$ cat config.mk
export PLATFORM = sky130hd
export DESIGN_NAME = edge_pulse_bank_flat
export DESIGN_NICKNAME = d
export VERILOG_FILES = /design/src/rtl/edge_pulse_pkg.sv /design/src/rtl/edge_pulse_bank_if.sv /design/src/rtl/edge_pulse_chan.sv /design/src/rtl/edge_pulse_bank.sv /design/src/flat_wrapper.sv
export SDC_FILE = /design/constraint.sdc
export NUM_CORES = 1
export LEC_CHECK = 0
export ABC_AREA = 1
export BUFFER_PORTS_ARGS = -buffer_cell sky130_fd_sc_hd__clkbuf_2
export CAP_MARGIN = 20
export CELL_PAD_IN_SITES_DETAIL_PLACEMENT = 1
export CELL_PAD_IN_SITES_GLOBAL_PLACEMENT = 1
export CORE_ASPECT_RATIO = 0.8
export CORE_MARGIN = 8
export CORE_UTILIZATION = 40
export DETAILED_ROUTE_END_ITERATION = 6
export PLACE_DENSITY_LB_ADDON = 0.2
export SYNTH_ARGS = -nofsm -noshare
export SYNTH_HDL_FRONTEND = slang
export SYNTH_SLANG_ARGS = --single-unit
$ cat constraint.sdc
create_clock -name clk -period 2.1 [get_ports clk]
set_clock_uncertainty 0.1 [all_clocks]
set_input_delay 0.105 -clock clk [delete_from_list [all_inputs] [get_ports clk]]
set_output_delay 0.105 -clock clk [all_outputs]
set_load 0.01 [all_outputs]
$ cat src/rtl/edge_pulse_pkg.sv
// Shared types and helpers for the edge pulse bank: the per-channel edge
// select encoding and the counter width helper used by every channel.
package edge_pulse_pkg;

  typedef enum logic [1:0] {
    EDGE_NONE = 2'd0,
    EDGE_RISE = 2'd1,
    EDGE_FALL = 2'd2,
    EDGE_BOTH = 2'd3
  } edge_mode_e;

  // Bits needed to hold values 0..max_val; never less than one bit.
  function automatic int cnt_width(input int max_val);
    int w;
    if (max_val < 1) begin
      w = 1;
    end else begin
      w = $clog2(max_val + 1);
    end
    return w;
  endfunction

  // True when an accepted transition to level 'rise' qualifies under mode m.
  function automatic logic mode_allows(input edge_mode_e m, input logic rise);
    logic ok;
    case (m)
      EDGE_NONE: ok = 1'b0;
      EDGE_RISE: ok = rise;
      EDGE_FALL: ok = ~rise;
      EDGE_BOTH: ok = 1'b1;
      default:   ok = 1'b0;
    endcase
    return ok;
  endfunction

endpackage

$ cat src/rtl/edge_pulse_bank_if.sv
// Bundle of the channel-vector signals between the raw-input side (master)
// and the edge pulse bank (slave).
interface edge_pulse_bank_if #(
  parameter int CHANNELS = 4
);
  logic [CHANNELS-1:0]   in;
  logic [2*CHANNELS-1:0] mode;
  logic [CHANNELS-1:0]   clr;
  logic [CHANNELS-1:0]   out;
  logic [CHANNELS-1:0]   level;
  logic [CHANNELS-1:0]   sticky;
  logic                  any_out;

  modport master (
    output in, mode, clr,
    input  out, level, sticky, any_out
  );

  modport slave (
    input  in, mode, clr,
    output out, level, sticky, any_out
  );
endinterface

$ cat src/rtl/edge_pulse_chan.sv
// One channel: optional synchroniser, debounce filter, edge qualification,
// retriggerable pulse stretcher and a sticky event flag.
module edge_pulse_chan
  import edge_pulse_pkg::*;
#(
  parameter int SYNC_STAGES = 2,
  parameter int DEBOUNCE    = 4,
  parameter int PULSE_W     = 1
) (
  input  logic       clk,
  input  logic       reset,
  input  logic       in,
  input  edge_mode_e mode,
  input  logic       clr,
  output logic       out,
  output logic       level,
  output logic       sticky
);

  localparam int DCW = cnt_width(DEBOUNCE);
  localparam int PCW = cnt_width(PULSE_W);
  localparam logic [DCW-1:0] DCNT_MAX = DCW'(DEBOUNCE - 1);
  localparam logic [PCW-1:0] PCNT_LOAD = PCW'(PULSE_W);

  logic           s_s;
  logic           filt_q, filt_d;
  logic [DCW-1:0] dcnt_q, dcnt_d;
  logic [PCW-1:0] pcnt_q, pcnt_d;
  logic           sticky_q, sticky_d;
  logic           out_q, out_d;
  logic           trans_s;
  logic           event_s;

  generate
    if (SYNC_STAGES == 0) begin : g_nosync
      assign s_s = in;
    end else begin : g_sync
      logic [SYNC_STAGES-1:0] sync_q;
      logic [SYNC_STAGES-1:0] sync_d;

      // Shift the raw input one stage deeper into the synchroniser chain.
      always_comb begin
        sync_d    = sync_q << 1;
        sync_d[0] = in;
      end

      // Synchroniser flops; cleared on reset so a held-high input re-rises.
      always_ff @(posedge clk) begin
        if (reset) begin
          sync_q <= '0;
        end else begin
          sync_q <= sync_d;
        end
      end

      assign s_s = sync_q[SYNC_STAGES-1];
    end
  endgenerate

  // Debounce: accept a new level only after DEBOUNCE consecutive disagreeing samples.
  always_comb begin
    filt_d  = filt_q;
    dcnt_d  = dcnt_q;
    trans_s = 1'b0;
    if (s_s == filt_q) begin
      dcnt_d = '0;
    end else if (dcnt_q == DCNT_MAX) begin
      filt_d  = ~filt_q;
      dcnt_d  = '0;
      trans_s = 1'b1;
    end else begin
      dcnt_d = dcnt_q + DCW'(1);
    end
  end

  assign event_s = trans_s & mode_allows(mode, filt_d);

  // Pulse stretcher and sticky flag; a new event reloads the full width.
  always_comb begin
    if (event_s) begin
      pcnt_d = PCNT_LOAD;
    end else if (pcnt_q != '0) begin
      pcnt_d = pcnt_q - PCW'(1);
    end else begin
      pcnt_d = pcnt_q;
    end

    if (event_s) begin
      sticky_d = 1'b1;
    end else if (clr) begin
      sticky_d = 1'b0;
    end else begin
      sticky_d = sticky_q;
    end

    out_d = (pcnt_d != '0);
  end

  // Channel state and registered outputs.
  always_ff @(posedge clk) begin
    if (reset) begin
      filt_q   <= 1'b0;
      dcnt_q   <= '0;
      pcnt_q   <= '0;
      sticky_q <= 1'b0;
      out_q    <= 1'b0;
    end else begin
      filt_q   <= filt_d;
      dcnt_q   <= dcnt_d;
      pcnt_q   <= pcnt_d;
      sticky_q <= sticky_d;
      out_q    <= out_d;
    end
  end

  assign out    = out_q;
  assign level  = filt_q;
  assign sticky = sticky_q;

endmodule

$ cat src/rtl/edge_pulse_bank.sv
// Bank of independent edge pulse channels with a combined pulse indicator.
module edge_pulse_bank
  import edge_pulse_pkg::*;
#(
  parameter int CHANNELS    = 4,
  parameter int SYNC_STAGES = 2,
  parameter int DEBOUNCE    = 4,
  parameter int PULSE_W     = 1
) (
  input logic               clk,
  input logic               reset,
  edge_pulse_bank_if.slave  bus
);

  logic [CHANNELS-1:0] out_s;
  logic [CHANNELS-1:0] level_s;
  logic [CHANNELS-1:0] sticky_s;

  for (genvar i = 0; i < CHANNELS; i++) begin : g_chan
    edge_pulse_chan #(
      .SYNC_STAGES (SYNC_STAGES),
      .DEBOUNCE    (DEBOUNCE),
      .PULSE_W     (PULSE_W)
    ) u_chan (
      .clk    (clk),
      .reset  (reset),
      .in     (bus.in[i]),
      .mode   (edge_mode_e'(bus.mode[2*i +: 2])),
      .clr    (bus.clr[i]),
      .out    (out_s[i]),
      .level  (level_s[i]),
      .sticky (sticky_s[i])
    );
  end

  assign bus.out     = out_s;
  assign bus.level   = level_s;
  assign bus.sticky  = sticky_s;
  assign bus.any_out = |out_s;

endmodule

$ cat src/flat_wrapper.sv
// flat-port wrapper written by rule: the top's interface ports become plain ports
module edge_pulse_bank_flat import edge_pulse_pkg::*;
#(
  parameter int CHANNELS    = 4,
  parameter int SYNC_STAGES = 2,
  parameter int DEBOUNCE    = 4,
  parameter int PULSE_W     = 1
)
  (clk, reset, bus_in, bus_mode, bus_clr, bus_out, bus_level, bus_sticky, bus_any_out);
  edge_pulse_bank_if #(.CHANNELS(CHANNELS)) bus_i ();
  input logic clk;
  input logic reset;
  input wire logic [$bits(bus_i.in)-1:0] bus_in;
  input wire logic [$bits(bus_i.mode)-1:0] bus_mode;
  input wire logic [$bits(bus_i.clr)-1:0] bus_clr;
  output wire logic [$bits(bus_i.out)-1:0] bus_out;
  output wire logic [$bits(bus_i.level)-1:0] bus_level;
  output wire logic [$bits(bus_i.sticky)-1:0] bus_sticky;
  output wire logic [$bits(bus_i.any_out)-1:0] bus_any_out;
  assign bus_i.in = bus_in;
  assign bus_i.mode = bus_mode;
  assign bus_i.clr = bus_clr;
  assign bus_out = bus_i.out;
  assign bus_level = bus_i.level;
  assign bus_sticky = bus_i.sticky;
  assign bus_any_out = bus_i.any_out;
  edge_pulse_bank #(.CHANNELS(CHANNELS), .SYNC_STAGES(SYNC_STAGES), .DEBOUNCE(DEBOUNCE), .PULSE_W(PULSE_W)) u_core (.clk(clk), .reset(reset), .bus(bus_i));
endmodule
==> flow_summary.json, run 1 <==
{
  "outcome": "completed",
  "setup_tns_ns": 0,
  "whs_endpoint": "u_core.g_chan[1].u_chan.sticky$_SDFFE_PP0P_",
  "fmaxAchievable_mhz": 715.2,
  "rsz0062_at_grt": "false",
  "dpl_worst_slack_ns": 0.6915,
  "crit_type": "reg2reg",
  "htree_levels": 2,
  "grt_overflow": 0,
  "synthTopCellsByArea": "dfxtp_1 (48%), nand2_1 (10%), inv_1 (9.8%), nor2_1 (7.5%), ha_1 (7.4%)",
  "finalCritPeriodShare": 0.6658,
  "grt_use_total": 0.1169,
  "reg2reg_setup_slack_ns": 0.70,
  "ys_warn_count": 0,
  "p_clk_frac": 0.416,
  "fillers": 422,
  "power_frac_comb": 0.048,
  "leakage_nw": 0.8264,
  "vdd_drop_max_mv": 0.4257,
  "antenna_found_initial": 0,
  "final_layout_size_suffix_gt1_frac": 0.1902,
  "worstSetupEndpointType": "flop",
  "avgSynthCellArea_um2": 7.730,
  "grt_pass1_wl_um": 4892,
  "max_slew.worst_pin.slew_ns": 0.2984,
  "holdCritStartpoint": "bus_clr[1]",
  "synth.net_count": 200,
  "vias": 1121,
  "fin_crit_ns": 1.398,
  "dieHeight_um": 67.87,
  "coreArea_mm2": 0.003328,
  "gp_congestion": 0.7687,
  "clock-sinks": 32,
  "initial_core_util": 0.4041,
  "netlist_instances": 174,
  "clock_latency_ns": 0.28,
  "r2r_start": "u_core.g_chan[3].u_chan.dcnt_q[0]$_SDFF_PP0_",
  "clock_path_buffers": 2,
  "cp-start-kind": "flop",
  "swShare": 0.2180,
  "slew_headroom": 0.8011,
  "cts-root-buf": "clkbuf_8",
  "maxCapViolCount": 0,
  "dp_hpwl_um": 2293,
  "cts.repair.resized": 0,
  "hold_path.class": "in2reg",
  "slew_violations": 0,
  "dr.pass1.iters": 3,
  "ys_seq_area_frac": 0.4763,
  "critPathArrivalTime_ns": 1.48,
  "postCtsHoldBufs": 7,
  "synth_cell_types": 13,
  "grt_max_degree": 14,
  "rows": 19,
  "die_x_um": 80.83,
  "first_global_vias": 1191,
  "reg2reg_depth": 8,
  "fin_hold_ws_ns": 0.0006881,
  "syn_to_final_growth_pct": 19.26,
  "numPortBuffers": 30,
  "viasPerCell": 4.538,
  "hold_viol": 0,
  "numCtsBuffers": 5,
  "synth_top_area_share": 0.4763,
  "clkTransAtPathRegs_ns": 0.06,
  "stdcell_count": 247,
  "fin_nets": 230,
  "cts_tree": "yes",
  "ys_seq_elements": 32,
  "ant_nets": 0,
  "totalWireLength_um": 2925,
  "crit_fanout": 4,
  "dp.cells": 232,
  "power_density_mw_per_mm2": 723.2,
  "dr.first_iter.drc_count": 34,
  "synth.largest_area_cell": "dfxtp_1",
  "syn_area_mm2": 0.001345,
  "timing.final.ws_setup_ns": 0.7019,
  "wl_per_cell_um": 11.84,
  "diodes": 0,
  "r2r_end": "u_core.g_chan[3].u_chan.sticky$_SDFFE_PP0P_",
  "die_area_mm2": 0.005486,
  "cp_data_required_time_ns": 2.18,
  "intPower_uw": 907.1,
  "pin_count": 31,
  "hold-path-cell-count": 3,
  "drc": 0,
  "p_seq_frac": 0.535,
  "setup_viol": 0,
  "p_sw_uw": 252.9,
  "cts_setup_buffers": 0
}
## power by group through the flow
| stage | Clock [mW] | Combinational, mW | Sequential [mW] |
|---|---|---|---|
| 2_1_floorplan | 0 | 0.0262 | 0.633 |
| 3_3_place_gp | 0 | 0.0436 | 0.634 |
| 3_5_place_dp | 0 | 0.0465 | 0.635 |
| 4_1_cts | 0.497 | 0.0571 | 0.621 |
| 5_1_grt | 0.528 | 0.0633 | 0.621 |
| 6_report | 0.483 | 0.0562 | 0.621 |
## area by class of cell
| cell class | count | area, um^2 | area share |
|---|---|---|---|
| clock buffer | 6 | 82.58 | 0.05148 |
| clock inverter | 2 | 10.01 | 0.006240 |
| inverter | 36 | 135.1 | 0.08424 |
| multi-input combinational | 92 | 462.9 | 0.2886 |
| sequential | 32 | 640.6 | 0.3994 |
| tap | 42 | 52.55 | 0.03276 |
| timing repair buffer | 37 | 220.2 | 0.1373 |
## critical path: stages (launching register included)
cell and delay (ns):
dfxtp_1 0.32, ha_1 0.19, ha_1 0.20, inv_1 0.12
nand2_1 0.10, nand3_1 0.08, nand2_1 0.05, nand2_1 0.08
nand2_1 0.05
## per-layer routing
layer | track usage | routed length, um | vias up
met2 | 0.2308 | 1526 | 25
met5 | 0 | 0 | -
met1 | 0.1033 | 1119 | 525
met3 | 0.05643 | 248 | 5
li1 | - | - | 566
met4 | 0.03333 | 31 | 0
## Yosys cell counts
library cell  number
buf_6              1
buf_2              1
dfxtp_1           32
nand4_1            4
buf_4             12
nand2_1           37
inv_1             35
a21oi_1            3
inv_2              1
nand3b_1           7
ha_1               8
nor2_1            27
nand3_1            6
## cell usage in the layout (no fill, tap or decap), drive strengths merged
cell | netlist | layout
clkinv | 0 | 2
a21oi | 3 | 3
inv | 36 | 36
nand2 | 37 | 37
nand4 | 4 | 4
clkbuf | 0 | 36
ha | 8 | 8
nand3b | 7 | 7
dfxtp | 32 | 32
dlygate4sd3 | 0 | 7
nand3 | 6 | 6
nor2 | 27 | 27
## registers in the layout (all words and copies together) (netlist names)
signal / flops
u_core.g_chan.u_chan.sticky: 4
u_core.g_chan.u_chan.g_sync.sync_q: 8
u_core.g_chan.u_chan.dcnt_q: 12
u_core.g_chan.u_chan.out: 4
u_core.g_chan.u_chan.level: 4
## per-stage QoR
| stage | power [mW] | utilization | instance area, um^2 |
|---|---|---|---|
| after floorplan | 0.6595 | - | 1345 |
| after CTS | 1.175 | 0.4820 | 1604 |
| after global placement | 0.6775 | 0.4331 | 1441 |
| final | 1.160 | 0.4820 | 1604 |
| after detailed placement | 0.6810 | 0.4331 | 1441 |
| after global routing | 1.213 | 0.4820 | 1604 |
## worst max-delay path by stage
stage	endpoint	from	slack, ns	depth (start not counted)
4_1_cts	u_core.g_chan[2].u_chan.sticky$_SDFFE_PP0P_	u_core.g_chan[2].u_chan.dcnt_q[0]$_SDFF_PP0_	0.68	8
3_5_place_dp	u_core.g_chan[2].u_chan.sticky$_SDFFE_PP0P_	u_core.g_chan[2].u_chan.dcnt_q[0]$_SDFF_PP0_	0.69	8
6_report	u_core.g_chan[3].u_chan.sticky$_SDFFE_PP0P_	u_core.g_chan[3].u_chan.dcnt_q[0]$_SDFF_PP0_	0.70	8
3_3_place_gp	u_core.g_chan[2].u_chan.sticky$_SDFFE_PP0P_	u_core.g_chan[2].u_chan.dcnt_q[0]$_SDFF_PP0_	0.73	8
5_1_grt	u_core.g_chan[2].u_chan.sticky$_SDFFE_PP0P_	u_core.g_chan[2].u_chan.dcnt_q[0]$_SDFF_PP0_	0.58	8
2_1_floorplan	u_core.g_chan[3].u_chan.sticky$_SDFFE_PP0P_	u_core.g_chan[3].u_chan.dcnt_q[0]$_SDFF_PP0_	0.84	8
## kinds of logic after synthesis
group / share of synthesized area
AOI/OAI and AO/OA: 0.01116
buffers and inverters: 0.1795
and+or+nand+nor: 0.2586
adders and majority gates: 0.07442
DFF: 0.4763
(Power assumes the default switching activity.)
==> run 2, diff against run 1 <==
--- a/config.mk
+++ b/config.mk
@@ -12,7 +12,7 @@
 export CELL_PAD_IN_SITES_GLOBAL_PLACEMENT = 1
 export CORE_ASPECT_RATIO = 0.8
 export CORE_MARGIN = 8
-export CORE_UTILIZATION = 40
+export CORE_UTILIZATION = 37
 export DETAILED_ROUTE_END_ITERATION = 6
 export PLACE_DENSITY_LB_ADDON = 0.2
 export SYNTH_ARGS = -nofsm -noshare
==> constraint.sdc (replaced) <==
create_clock -name clk -period 1.4 [get_ports clk]
set_clock_uncertainty 0.1 [all_clocks]
set_input_delay 0.07 -clock clk [delete_from_list [all_inputs] [get_ports clk]]
set_output_delay 0.07 -clock clk [all_outputs]
set_load 0.01 [all_outputs]
==> flow_summary.json, run 2 (synthesis gave the netlist of run 1 again) <==
{
  "outcome": "completed",
  "slew_violations": 0,
  "fin_hold_ws_ns": 0.01359,
  "clock-sinks": 32,
  "crit_type": "reg2reg",
  "cp-start-kind": "flop",
  "worstPathBufferInverterCount": 1,
  "layout_common_cells": "nand2_1 (34), dfxtp_1 (32), inv_1 (31)",
  "max_stage_delay_ns": 0.32,
  "reg_top3": "u_core.g_chan.u_chan.dcnt_q x12, u_core.g_chan.u_chan.g_sync.sync_q x8",
  "hold_viol": 0,
  "met1_usage": 0.1030,
  "cts_tree": "yes",
  "gp_congestion": 0.7137,
  "met2_usage": 0.1862,
  "critPathArrivalTime_ns": 1.40,
  "worstSetupEndpointType": "flop",
  "power_frac_comb": 0.051,
  "max_slew.worst_pin.slew_ns": 0.2244,
  "first_global_vias": 1187,
  "dp_hpwl_um": 2357,
  "swShare": 0.2073,
  "intPower_mw": 1.410,
  "clkTransAtPathRegs_ns": 0.06,
  "final_layout_size_suffix_gt1_frac": 0.2727,
  "maxCapViolCount": 0,
  "regMostFlops": "u_core.g_chan.u_chan.dcnt_q",
  "pin_count": 31,
  "dieHeight_um": 69.93,
  "hold_path.class": "in2reg",
  "p_clk_frac": 0.425,
  "grt_max_degree": 13,
  "vias": 1135,
  "antenna_found_initial": 0,
  "setup_tns_ns": 0,
  "layout_commonest_cell": "nand2_1",
  "critPathTopFamily": "adder cells",
  "power_density_mw_per_mm2": 1051,
  "fin_nets": 235,
  "syn_to_final_growth_pct": 25.86,
  "vdd_drop_max_mv": 0.5926,
  "rows": 19,
  "p_sw_uw": 368.9,
  "htree_levels": 2,
  "fin_crit_ns": 1.329,
  "grt_use_total": 0.1058,
  "dr.first_iter.drc_count": 32,
  "die_x_um": 83.41,
  "initial_core_util": 0.3902,
  "clock_latency_ns": 0.28,
  "numCtsBuffers": 5,
  "timing.critical_path.slowest_stage_cell": "dfxtp_1",
  "numPortBuffers": 30,
  "viasPerCell": 4.522,
  "cp_data_required_time_ns": 1.47,
  "ant_nets": 0,
  "clock_path_buffers": 2,
  "grt.busiest_layer": "met2",
  "slew_headroom": 0.8502,
  "p_seq_frac": 0.524,
  "coreArea_mm2": 0.003447,
  "design_area_mm2": 0.001693,
  "grtUsageMet3": 0.05214,
  "finalCritPeriodShare": 0.9491,
  "die_area_mm2": 0.005832,
  "fmaxAchievable_mhz": 752.6,
  "diodes": 0,
  "crit_fanout": 4,
  "power_mw": 1.779,
  "totalWireLength_um": 3155,
  "grt_overflow": 0,
  "wl_per_cell_um": 12.57,
  "grt_pass1_wl_um": 5037,
  "setup_viol": 0,
  "largest_register_ffs": 12,
  "crit_chain": "ha_1 > ha_2 > inv_2 > nand2_1 > nand3_1 > nand2_1 > nand2_2 > nand2_1",
  "dpl_cell_area_mm2": 0.001449,
  "drc": 0,
  "crit_path_frequent_cell": "nand2_1",
  "dr.pass1.iters": 4,
  "cts-root-buf": "clkbuf_8",
  "leakage_nw": 0.8465
}
==> run 2: cell count changes in the layout (fill, tap and decap cells not counted), sizes merged <==
cell / change
buf: +4
clkbuf: +1
clkinv: -2
dlygate4sd3: +1
==> run 2: worst min-delay path, stage by stage <==
cell,delay [ns]
clkbuf_2,0.08
inv_1,0.04
nand2_1,0.06
nand3_2,0.07
inv_1,0.03
==> run 2: stage by stage <==
step	cells	util	worst slack (ns)
6_report	251	0.4911	0.07126
5_1_grt	251	0.4911	-0.01261
4_1_cts	248	0.4722	0.008735
3_5_place_dp	233	0.4203	-0.02216
3_3_place_gp	233	0.4203	0.06180
2_1_floorplan	174	-	0.1424
==> run 2: per-layer routing <==
| layer | share of wire | wire (um) | up-vias |
|---|---|---|---|
| met2 | 0.49 | 1550 | 28 |
| li1 | - | - | 576 |
| met4 | 0.017 | 53 | 0 |
| met1 | 0.41 | 1302 | 525 |
| met5 | 0 | 0 | - |
| met3 | 0.079 | 248 | 6 |
==> run 2: what timing repair did <==
| action | in CTS | in global routing |
|---|---|---|
| buffers inserted | 0 | 3 |
| hold buffers | 8 | 0 |
| hold endpoints to repair | 8 | 0 |
| resized for setup | 3 | 13 |
| pin swaps | 0 | 2 |
| setup endpoints to repair | 3 | 8 |
==> run 2: cell type report <==
cell class | count | area, um^2
fillers | 436 | 1754
clock buffers | 7 | 96.34
multi-input cells | 92 | 508.0
well taps | 42 | 52.55
flip-flops and latches | 32 | 640.6
repair buffers | 42 | 260.3
inverters | 36 | 135.1
==> run 2: path summary, 6_finish.rpt <==
check	from	endpoint	slack (ns)	cells after the start
min reg2reg	u_core.g_chan[0].u_chan.g_sync.sync_q[0]$_SDFF_PP0_	u_core.g_chan[0].u_chan.g_sync.sync_q[1]$_SDFF_PP0_	0.31	2
min	bus_mode[2]	u_core.g_chan[1].u_chan.out$_SDFF_PP0_	0.01	5
max reg2reg	u_core.g_chan[3].u_chan.dcnt_q[0]$_SDFF_PP0_	u_core.g_chan[3].u_chan.sticky$_SDFFE_PP0P_	0.07	8
max	u_core.g_chan[3].u_chan.dcnt_q[0]$_SDFF_PP0_	u_core.g_chan[3].u_chan.sticky$_SDFFE_PP0P_	0.07	8
==> run 2: power by group through the flow <==
stage | clock [mW] | sequential [mW] | combinational, mW
6_report | 0.756 | 0.932 | 0.0910
2_1_floorplan | 0 | 0.950 | 0.0393
5_1_grt | 0.814 | 0.932 | 0.102
3_5_place_dp | 0 | 0.952 | 0.0731
4_1_cts | 0.778 | 0.932 | 0.0909
3_3_place_gp | 0 | 0.951 | 0.0686
